<file path="src/rtl/config_word_loader_pkg.sv">
// Shared types and defaults for the config word loader.
package config_loader_pkg;

  typedef enum logic [1:0] {
    IDLE = 2'd0,
    LOAD = 2'd1,
    DONE = 2'd2
  } state_t;

  localparam int DEF_WORD_W    = 32;
  localparam int DEF_NUM_WORDS = 34;

  // Bit offset of word idx inside a flattened word bus.
  function automatic int word_slice(input int idx, input int word_w = DEF_WORD_W);
    return idx * word_w;
  endfunction

endpackage

</file>
<file path="src/rtl/config_word_loader_if.sv">
// Burst/commit/readback signal bundle between the deserialiser side and the loader.
interface config_word_loader_if #(
  parameter int WORD_W    = config_loader_pkg::DEF_WORD_W,
  parameter int NUM_WORDS = config_loader_pkg::DEF_NUM_WORDS
);
  localparam int ADDR_W = $clog2(NUM_WORDS);
  localparam int CNT_W  = $clog2(NUM_WORDS + 1);

  logic                        io_start;
  logic [ADDR_W-1:0]           io_base_addr;
  logic [CNT_W-1:0]            io_count;
  logic [WORD_W-1:0]           io_d_in;
  logic                        io_d_valid;
  logic                        io_d_ready;
  logic                        io_commit;
  logic [ADDR_W-1:0]           io_rd_addr;
  logic [WORD_W-1:0]           io_rd_data;
  logic                        io_busy;
  logic                        io_done;
  logic                        io_err;
  logic [WORD_W-1:0]           io_checksum;
  logic [WORD_W*NUM_WORDS-1:0] io_configs_out;

  // Requester side: drives bursts, commits and readback addresses.
  modport master (
    output io_start, io_base_addr, io_count, io_d_in, io_d_valid, io_commit, io_rd_addr,
    input  io_d_ready, io_rd_data, io_busy, io_done, io_err, io_checksum, io_configs_out
  );

  // Loader side.
  modport slave (
    input  io_start, io_base_addr, io_count, io_d_in, io_d_valid, io_commit, io_rd_addr,
    output io_d_ready, io_rd_data, io_busy, io_done, io_err, io_checksum, io_configs_out
  );

endinterface

</file>
<file path="src/rtl/config_word_bank.sv">
// Shadow bank (write port + registered read port) and active bank with bulk commit.
module config_word_bank
  import config_loader_pkg::*;
#(
  parameter int WORD_W    = DEF_WORD_W,
  parameter int NUM_WORDS = DEF_NUM_WORDS,
  parameter int ADDR_W    = $clog2(NUM_WORDS)
) (
  input  logic                        clk,
  input  logic                        reset,
  input  logic                        i_wr_en,
  input  logic [ADDR_W-1:0]           i_wr_addr,
  input  logic [WORD_W-1:0]           i_wr_data,
  input  logic [ADDR_W-1:0]           i_rd_addr,
  output logic [WORD_W-1:0]           o_rd_data,
  input  logic                        i_commit,
  output logic [WORD_W*NUM_WORDS-1:0] o_active
);

  localparam logic [ADDR_W:0] LP_NUM = (ADDR_W + 1)'(NUM_WORDS);

  logic [WORD_W-1:0] r_shadow [NUM_WORDS];
  logic [WORD_W-1:0] r_active [NUM_WORDS];
  logic [WORD_W-1:0] r_rd_data;

  // Shadow write and commit copy; commit sees the shadow contents before this edge's write.
  always_ff @(posedge clk or posedge reset) begin
    if (reset) begin
      for (int i = 0; i < NUM_WORDS; i++) begin
        r_shadow[i] <= '0;
        r_active[i] <= '0;
      end
    end else begin
      for (int i = 0; i < NUM_WORDS; i++) begin
        if (i_wr_en && (i_wr_addr == ADDR_W'(i))) begin
          r_shadow[i] <= i_wr_data;
        end
        if (i_commit) begin
          r_active[i] <= r_shadow[i];
        end
      end
    end
  end

  // Registered readback: old data on a same-cycle write, zero past the last word.
  always_ff @(posedge clk or posedge reset) begin
    if (reset) begin
      r_rd_data <= '0;
    end else if ({1'b0, i_rd_addr} < LP_NUM) begin
      r_rd_data <= r_shadow[i_rd_addr];
    end else begin
      r_rd_data <= '0;
    end
  end

  assign o_rd_data = r_rd_data;

  genvar gi;
  generate
    for (gi = 0; gi < NUM_WORDS; gi++) begin : g_pack
      assign o_active[word_slice(gi, WORD_W) +: WORD_W] = r_active[gi];
    end
  endgenerate

endmodule

</file>
<file path="src/rtl/config_word_loader.sv">
// Burst loader: validates a request, streams words into the shadow bank with a
// running XOR checksum, and commits the shadow bank to the active bus on request.
module config_word_loader
  import config_loader_pkg::*;
#(
  parameter int WORD_W    = DEF_WORD_W,
  parameter int NUM_WORDS = DEF_NUM_WORDS
) (
  input  logic                clk,
  input  logic                reset,
  config_word_loader_if.slave bus
);

  localparam int ADDR_W = $clog2(NUM_WORDS);
  localparam int CNT_W  = $clog2(NUM_WORDS + 1);
  // Range sum is one bit wider than strictly needed so base+count can never wrap.
  localparam int SUM_W  = ADDR_W + 2;
  localparam logic [SUM_W-1:0] LP_LIMIT = SUM_W'(NUM_WORDS);

  state_t            r_state;
  logic [ADDR_W-1:0] r_addr;
  logic [CNT_W-1:0]  r_remaining;
  logic [WORD_W-1:0] r_checksum;
  logic              r_err;

  logic [SUM_W-1:0]  w_end;
  logic              w_req_ok;
  logic              w_beat;
  logic              w_commit;
  logic [WORD_W-1:0] w_rd_data;
  logic [WORD_W*NUM_WORDS-1:0] w_active;

  assign w_end    = SUM_W'(bus.io_base_addr) + SUM_W'(bus.io_count);
  assign w_req_ok = (bus.io_count != '0) && (w_end <= LP_LIMIT);
  assign w_beat   = (r_state == LOAD) && bus.io_d_valid;
  assign w_commit = (r_state == IDLE) && bus.io_commit;

  // Control FSM with address/remaining counters, checksum and error pulse.
  always_ff @(posedge clk or posedge reset) begin
    if (reset) begin
      r_state     <= IDLE;
      r_addr      <= '0;
      r_remaining <= '0;
      r_checksum  <= '0;
      r_err       <= 1'b0;
    end else begin
      r_err <= 1'b0;
      case (r_state)
        IDLE: begin
          if (bus.io_start) begin
            if (w_req_ok) begin
              r_addr      <= bus.io_base_addr;
              r_remaining <= bus.io_count;
              r_checksum  <= '0;
              r_state     <= LOAD;
            end else begin
              r_err <= 1'b1;
            end
          end
        end
        LOAD: begin
          if (bus.io_commit) begin
            r_err <= 1'b1;
          end
          if (w_beat) begin
            r_addr      <= r_addr + ADDR_W'(1);
            r_remaining <= r_remaining - CNT_W'(1);
            r_checksum  <= r_checksum ^ bus.io_d_in;
            if (r_remaining == CNT_W'(1)) begin
              r_state <= DONE;
            end
          end
        end
        DONE: begin
          if (bus.io_commit) begin
            r_err <= 1'b1;
          end
          r_state <= IDLE;
        end
        default: r_state <= IDLE;
      endcase
    end
  end

  config_word_bank #(
    .WORD_W    (WORD_W),
    .NUM_WORDS (NUM_WORDS),
    .ADDR_W    (ADDR_W)
  ) u_bank (
    .clk       (clk),
    .reset     (reset),
    .i_wr_en   (w_beat),
    .i_wr_addr (r_addr),
    .i_wr_data (bus.io_d_in),
    .i_rd_addr (bus.io_rd_addr),
    .o_rd_data (w_rd_data),
    .i_commit  (w_commit),
    .o_active  (w_active)
  );

  assign bus.io_d_ready     = (r_state == LOAD);
  assign bus.io_busy        = (r_state != IDLE);
  assign bus.io_done        = (r_state == DONE);
  assign bus.io_err         = r_err;
  assign bus.io_checksum    = r_checksum;
  assign bus.io_rd_data     = w_rd_data;
  assign bus.io_configs_out = w_active;

endmodule

</file>
<file path="src/flat_wrapper.sv">
// flat-port wrapper written by rule: the top's interface ports become plain ports
module config_word_loader_flat import config_loader_pkg::*;
#(
  parameter int WORD_W    = DEF_WORD_W,
  parameter int NUM_WORDS = DEF_NUM_WORDS
)
  (clk, reset, bus_io_start, bus_io_base_addr, bus_io_count, bus_io_d_in, bus_io_d_valid, bus_io_commit, bus_io_rd_addr, bus_io_d_ready, bus_io_rd_data, bus_io_busy, bus_io_done, bus_io_err, bus_io_checksum, bus_io_configs_out);
  config_word_loader_if #(.WORD_W(WORD_W), .NUM_WORDS(NUM_WORDS)) bus_i ();
  input  logic clk;
  input  logic reset;
  input wire logic [$bits(bus_i.io_start)-1:0] bus_io_start;
  input wire logic [$bits(bus_i.io_base_addr)-1:0] bus_io_base_addr;
  input wire logic [$bits(bus_i.io_count)-1:0] bus_io_count;
  input wire logic [$bits(bus_i.io_d_in)-1:0] bus_io_d_in;
  input wire logic [$bits(bus_i.io_d_valid)-1:0] bus_io_d_valid;
  input wire logic [$bits(bus_i.io_commit)-1:0] bus_io_commit;
  input wire logic [$bits(bus_i.io_rd_addr)-1:0] bus_io_rd_addr;
  output wire logic [$bits(bus_i.io_d_ready)-1:0] bus_io_d_ready;
  output wire logic [$bits(bus_i.io_rd_data)-1:0] bus_io_rd_data;
  output wire logic [$bits(bus_i.io_busy)-1:0] bus_io_busy;
  output wire logic [$bits(bus_i.io_done)-1:0] bus_io_done;
  output wire logic [$bits(bus_i.io_err)-1:0] bus_io_err;
  output wire logic [$bits(bus_i.io_checksum)-1:0] bus_io_checksum;
  output wire logic [$bits(bus_i.io_configs_out)-1:0] bus_io_configs_out;
  assign bus_i.io_start = bus_io_start;
  assign bus_i.io_base_addr = bus_io_base_addr;
  assign bus_i.io_count = bus_io_count;
  assign bus_i.io_d_in = bus_io_d_in;
  assign bus_i.io_d_valid = bus_io_d_valid;
  assign bus_i.io_commit = bus_io_commit;
  assign bus_i.io_rd_addr = bus_io_rd_addr;
  assign bus_io_d_ready = bus_i.io_d_ready;
  assign bus_io_rd_data = bus_i.io_rd_data;
  assign bus_io_busy = bus_i.io_busy;
  assign bus_io_done = bus_i.io_done;
  assign bus_io_err = bus_i.io_err;
  assign bus_io_checksum = bus_i.io_checksum;
  assign bus_io_configs_out = bus_i.io_configs_out;
  config_word_loader #(.WORD_W(WORD_W), .NUM_WORDS(NUM_WORDS)) u_core (.clk(clk), .reset(reset), .bus(bus_i));
endmodule
</file>
<file path="config.mk">
export PLATFORM = sky130hd
export DESIGN_NAME = config_word_loader_flat
export DESIGN_NICKNAME = d
export VERILOG_FILES = /design/src/rtl/config_word_loader_pkg.sv /design/src/rtl/config_word_loader_if.sv /design/src/rtl/config_word_bank.sv /design/src/rtl/config_word_loader.sv /design/src/flat_wrapper.sv
export SDC_FILE = /design/constraint.sdc
export NUM_CORES = 2
export LEC_CHECK = 0
export CORE_AREA = 2 2 465 467
export CTS_BUF_LIST = sky130_fd_sc_hd__clkbuf_2 sky130_fd_sc_hd__clkbuf_4 sky130_fd_sc_hd__clkbuf_8
export DETAILED_ROUTE_END_ITERATION = 10
export DIE_AREA = 0 0 467 469
export GPL_ROUTABILITY_DRIVEN = 0
export MAX_ROUTING_LAYER = met4
export PLACE_DENSITY_LB_ADDON = 0.15
export SETUP_SLACK_MARGIN = 0.3
export SLEW_MARGIN = 10
export SYNTH_ARGS = -nofsm -noshare
export SYNTH_HDL_FRONTEND = slang
export SYNTH_SLANG_ARGS = --single-unit
</file>
<file path="constraint.sdc">
create_clock -name clk -period 113 [get_ports clk]
set_input_delay 22.6 -clock clk [delete_from_list [all_inputs] [get_ports clk]]
set_output_delay 22.6 -clock clk [all_outputs]
set_load 0.02 [all_outputs]
</file>
Word level (Yosys, flattened, before mapping):

Index checks and enable logic that the tools add are counted.
W data, S select, Z words.

* register bits after elaboration: 2255
* output and inout bits: 1156
* word-level logic and storage cells: 192

* add/sub/neg operators: 3
* magnitude comparators: 3
* eq/ne operators: 40
* muxes and demuxes: 25
* bitwise gates (word level): 2
* reduce and logical (&&, ||, !) cells: 45

Operator list (count)
* $bmux W32 S6: 1
* $mux W32: 6
* $eq A6 B5 Y1 const B: 16
* $pmux W32 S2: 1
* $eq A6 B4 Y1 const B: 8
* $logic_and A1 B1 Y1: 37
* $mux W6: 6
* $xor A32 B32 Y32: 1
* $eq A6 B3 Y1 const B: 4
* $pmux W6 S2: 2
* $eq A6 B1 Y1 const B: 2
* $eq A6 B2 Y1 const B: 2
* $eq A6 B6 Y1 const B: 2
* $le A8 B6 Y1 const B: 1
* $mux W2: 4
* $reduce_and A4 Y1: 2
* $add A6 B6 Y7: 1
* $ge A7 B7 Y1 const B: 1
* $not A6 Y7: 1
* $add A6 B1 Y6 const B: 1
* $logic_not A6 Y1: 1
* $lt A6 B6 Y1 const B: 1
* $ne A2 B1 Y1 const B: 3
* $reduce_bool A6 Y1: 1
* other kinds (10): 13

Logic depth before layout (Yosys ltp):

* word-level depth: 6
* depth in mapped cells: 11
* depth with buffers taken out: 10

Modules after synthesis:

From an unflattened synthesis, not the netlist that was laid out.

* cells, all modules: 5959
* area total of the unflattened synthesis: 93927.6 µm²

By module, submodules not included
* config_word_bank: instances 1, cells an instance 5543, area each 90345.4 µm², seq. area each 55253.0 µm²
* config_word_loader: instances 1, cells an instance 416, area each 3582.2 µm², seq. area each 1176.1 µm²

Worst setup path after synthesis:

Ideal clock, no wire load.

* path type: input-to-reg
* from: input port bus_io_count[0]
* to: register u_core.r_checksum[10] (netlist: u_core.bus.io_checksum[10])
* arrival time: 24.607 ns
* data required time: 112.862 ns
* slack: 88.255 ns
* stages on the path: 11
* cells stage by stage: ha_1 -> inv_1 -> fa_1 -> nand2b_1 -> a21oi_1 -> xor2_1 -> o32ai_2 -> o2bb2ai_2 -> buf_2 -> buf_2 -> o22ai_1

* word-level cells in the longest chain between the ends: 5
* elaborated cells on any way between the ends: 6
* classes of those cells: add/sub: 1; order compare: 1; eq/ne: 1; reduce/logical: 3

RTL lines
* start, declared: line flat_wrapper.sv:13 `input wire logic [$bits(bus_i.io_count)-1:0] bus_io_count;`
* $add A6 B6 Y7: line config_word_loader.sv:33 `assign w_end = SUM_W'(bus.io_base_addr) + SUM_W'(bus.io_count);`
* $le A8 B6 Y1: line config_word_loader.sv:34 `assign w_req_ok = (bus.io_count != '0) && (w_end <= LP_LIMIT);`
* $logic_and A1 B1 Y1 *: line config_word_loader.sv:34
* $ne A2 B1 Y1 (no source line) *
* $reduce_and A4 Y1 (no source line) *
* end signal, assigned: line config_word_loader.sv:68 `r_checksum <= r_checksum ^ bus.io_d_in;`
* end, declared: line config_word_loader.sv:23 `logic [WORD_W-1:0] r_checksum;`

Mark *: on every way between the ends. The rest lies on a longest branch, timed or not.
A chain may end at the register's enable or synchronous reset.

==> impl_metrics.ini <==
[run_status]
status = complete, no violations

[route]
num_vias = 57000
firstDrtPassIters = 5
routed_wl_um = 333000
drc = 0
initialDrtViolationCount = 4368
viasPerCell = 5.70
antenna_left = 0
wl_per_cell_um = 33.3

[synthesis]
synth_area_um2 = 92600
synth_largest_area_cell = dfrtp_1
synth.distinct_cells = 48
async_flop_share = 1.00
yosysTopAreaCellShare = 0.609
yosysMostFrequentCell = dfrtp_1
syn_inst = 5604
postSynthRegisterBits = 2255
synth.avg_cell_area_um2 = 16.5
yosysSeqAreaShare = 0.609
synth_warnings = 0
synthTopCellsByCount = 2255 x dfrtp_1, 2149 x mux2_2, 320 x mux4_2, 223 x clkbuf_1, 143 x buf_2
synth_ff_type = dfrtp_1
yosys-top-cells-area = dfrtp_1 61%, mux2_2 26%, mux4_2 7.8%, clkbuf_1 0.90%, buf_2 0.77%
synth_fp_nets = 5677
synth_edf_count = 0

[hold_path]
hp-class = flip-flop to flip-flop
whs_path_depth = 1
hold_start = u_core.u_bank.r_shadow[903]
holdPathEnd = u_core.u_bank.o_active[167]

[global_routing]
grt_use_total = 0.310
grt_pass1_vias = 57800
grt_antenna_before_repair = 30
grt_max_degree = 181
grt_pass1_wl_um = 461000
gr-total-overflow = 0

[critical_path]
crit_start = reset
startpoint_type = primary input
cp_max_fo = 113
critPathKind = primary input to asynchronous set/reset pin
r2r_start = u_core.r_state[1]
worst_setup_path_end_kind = asynchronous set/reset pin
required_ns = 114.16
rr_worst_depth = 7
reg2reg_to = u_core.u_bank.o_active[784]
reg2reg_slack_ns = 108.33
cp.arrival_ns = 28.75

[timing]
min_period_ns = 27.59
fmax_mhz = 36.2
holdWs_ns = 0.456
rsz0062_at_grt = no
hold_violations = 0
slew_violations = 0
fin_crit_sh = 0.244
setup_tns_ns = 0
worst_slew_pin_slew_ns = 1.20
final.setup_skew_ns = 0.0846
slew_headroom = 0.198
finalSetupViolations = 0

[floorplanning]
die_x_um = 467
dieArea_um2 = 219000
initial_core_util = 0.433
pin_count = 1211
row_count = 170
die_h_um = 469
core-area_um2 = 214000

[cells_and_area]
post-route-cell-area_um2 = 116000
drive_gt1_frac = 0.466
final_cells = 9999
multiInputGateArea_um2 = 34200
syn2layout_area_growth_pct = 24.8
seq_area_um2 = 56400
fin_nets = 6933
n_fill_cell = 17500

[clocking]
cts_tree = yes
clkLatencyLatePin_ns = 1.13
cts-resized-gates = 0
h-tree-depth = 5
cts_setup_buffers = 0
cts_buffer_depth = 4
cts_buffers = 392
cts_sinks = 2255
clk_pin_slew_ns = 0.06
cts_hold_buffers = 0
clock-root-buffer = clkbuf_8

[run]
cap_violations = 0

[power]
power.total_mw = 3.21
irDropWorstVdd_uv = 17.1
static-leakage-power_nw = 55.1
power_density_nw_per_um2 = 27.8

[place]
placed_cell_area_um2 = 107000
place_hpwl_um = 231000
io_buffer_count = 1210
dp_cells = 9304
-- how the worst max path moves through the flow --
stage | to | slack [ns] | depth (start not counted)
floorplan | u_core.bus.io_checksum[0] | 26.68 | 1
global placement | u_core.bus.io_checksum[14] | 84.12 | 8
detailed placement | u_core.bus.io_checksum[14] | 84.03 | 8
CTS | u_core.u_bank.o_active[432] | 85.23 | 8
global route | u_core.u_bank.o_rd_data[16] | 84.47 | 8
finish | u_core.u_bank.o_active[79] | 85.41 | 8
-- stage by stage --
step	setup WS, ns	utilization
6_report	85.41	0.540
3_5_place_dp	84.03	0.502
2_1_floorplan	26.68	-
4_1_cts	85.23	0.540
5_1_grt	84.47	0.540
3_3_place_gp	84.12	0.502
-- area by class of cell --
type | count | share of cell area
Sequential cell | 2255 | 0.488
Multi-Input combinational cell | 2853 | 0.296
Timing Repair Buffer | 1314 | 0.111
Clock buffer | 631 | 0.0683
Tap cell | 2838 | 0.0307
Clock inverter | 47 | 0.00335
Inverter | 44 | 0.00149
Antenna cell | 17 | 0.000368
-- metal layers --
metal / routed length (um) / vias to the layer above / global-route usage
met2: 150000 / 2222 / 0.448
met4: 14300 / 0 / 0.122
met1: 145000 / 31200 / 0.423
li1: - / 23100 / -
met5: 0 / - / -
met3: 23900 / 477 / 0.0722
-- kinds of logic (layout without fill, tap and decap cells) --
group / Yosys count / after routing / share of synthesized area
mux: 2533 / 2533 / 0.347
simple gates: 129 / 129 / 0.00657
xor+xnor: 3 / 3 / 0.000284
other cells: 0 / 17 / 0
flops: 2255 / 2255 / 0.609
fa+ha+maj: 18 / 18 / 0.00251
buf+inv: 496 / 2036 / 0.0228
compound gates: 170 / 170 / 0.0118
-- critical path: stages --
cell	delay, ns
clkdlybuf4s50_1	0.49
inv_8	0.54
buf_4	0.82
buf_4	0.78
buf_4	0.76
buf_4	0.82
buf_4	0.95
buf_4	0.67
-- sequential cells by signal, indices dropped and copies added (netlist names) --
signal,flops
u_core.bus.io_checksum,32
u_core.bus.io_err,1
u_core.r_addr,6
u_core.r_remaining,6
u_core.r_state,2
u_core.u_bank.o_active,1088
u_core.u_bank.o_rd_data,32
u_core.u_bank.r_shadow,1088
-- where the power goes --
part	internal, mW	switching, mW	leakage (nW)
logic	0.555	0.540	20.1
clock network	0.450	0.337	4.42
registers	1.08	0.250	30.5
-- cell usage in the layout (no fill, tap or decap), types with 5 or more instances in the layout --
cell             instances
o21ai_1                 32
clkbuf_4               127
o221ai_1                 5
dfrtp_1               2255
buf_12                   7
clkdlybuf4s50_1       1182
o22ai_1                 34
a31oi_1                 31
nor2_1                  47
nand2_2                 25
inv_1                   42
a22oi_1                 32
nand3_1                  6
bufinv_16                5
mux2i_1                 35
buf_2                   24
or3_1                    5
buf_4                   98
diode_2                 17
o21ai_0                 13
clkinvlp_4               6
and2_1                   5
a21oi_1                  8
mux2_2                2149
mux4_2                 320
nand2_4                  5
clkinv_2                33
clkbuf_8               504
nand2_1                  5
ha_1                    17
mux2_1                  29
(Power assumes the default switching activity.)
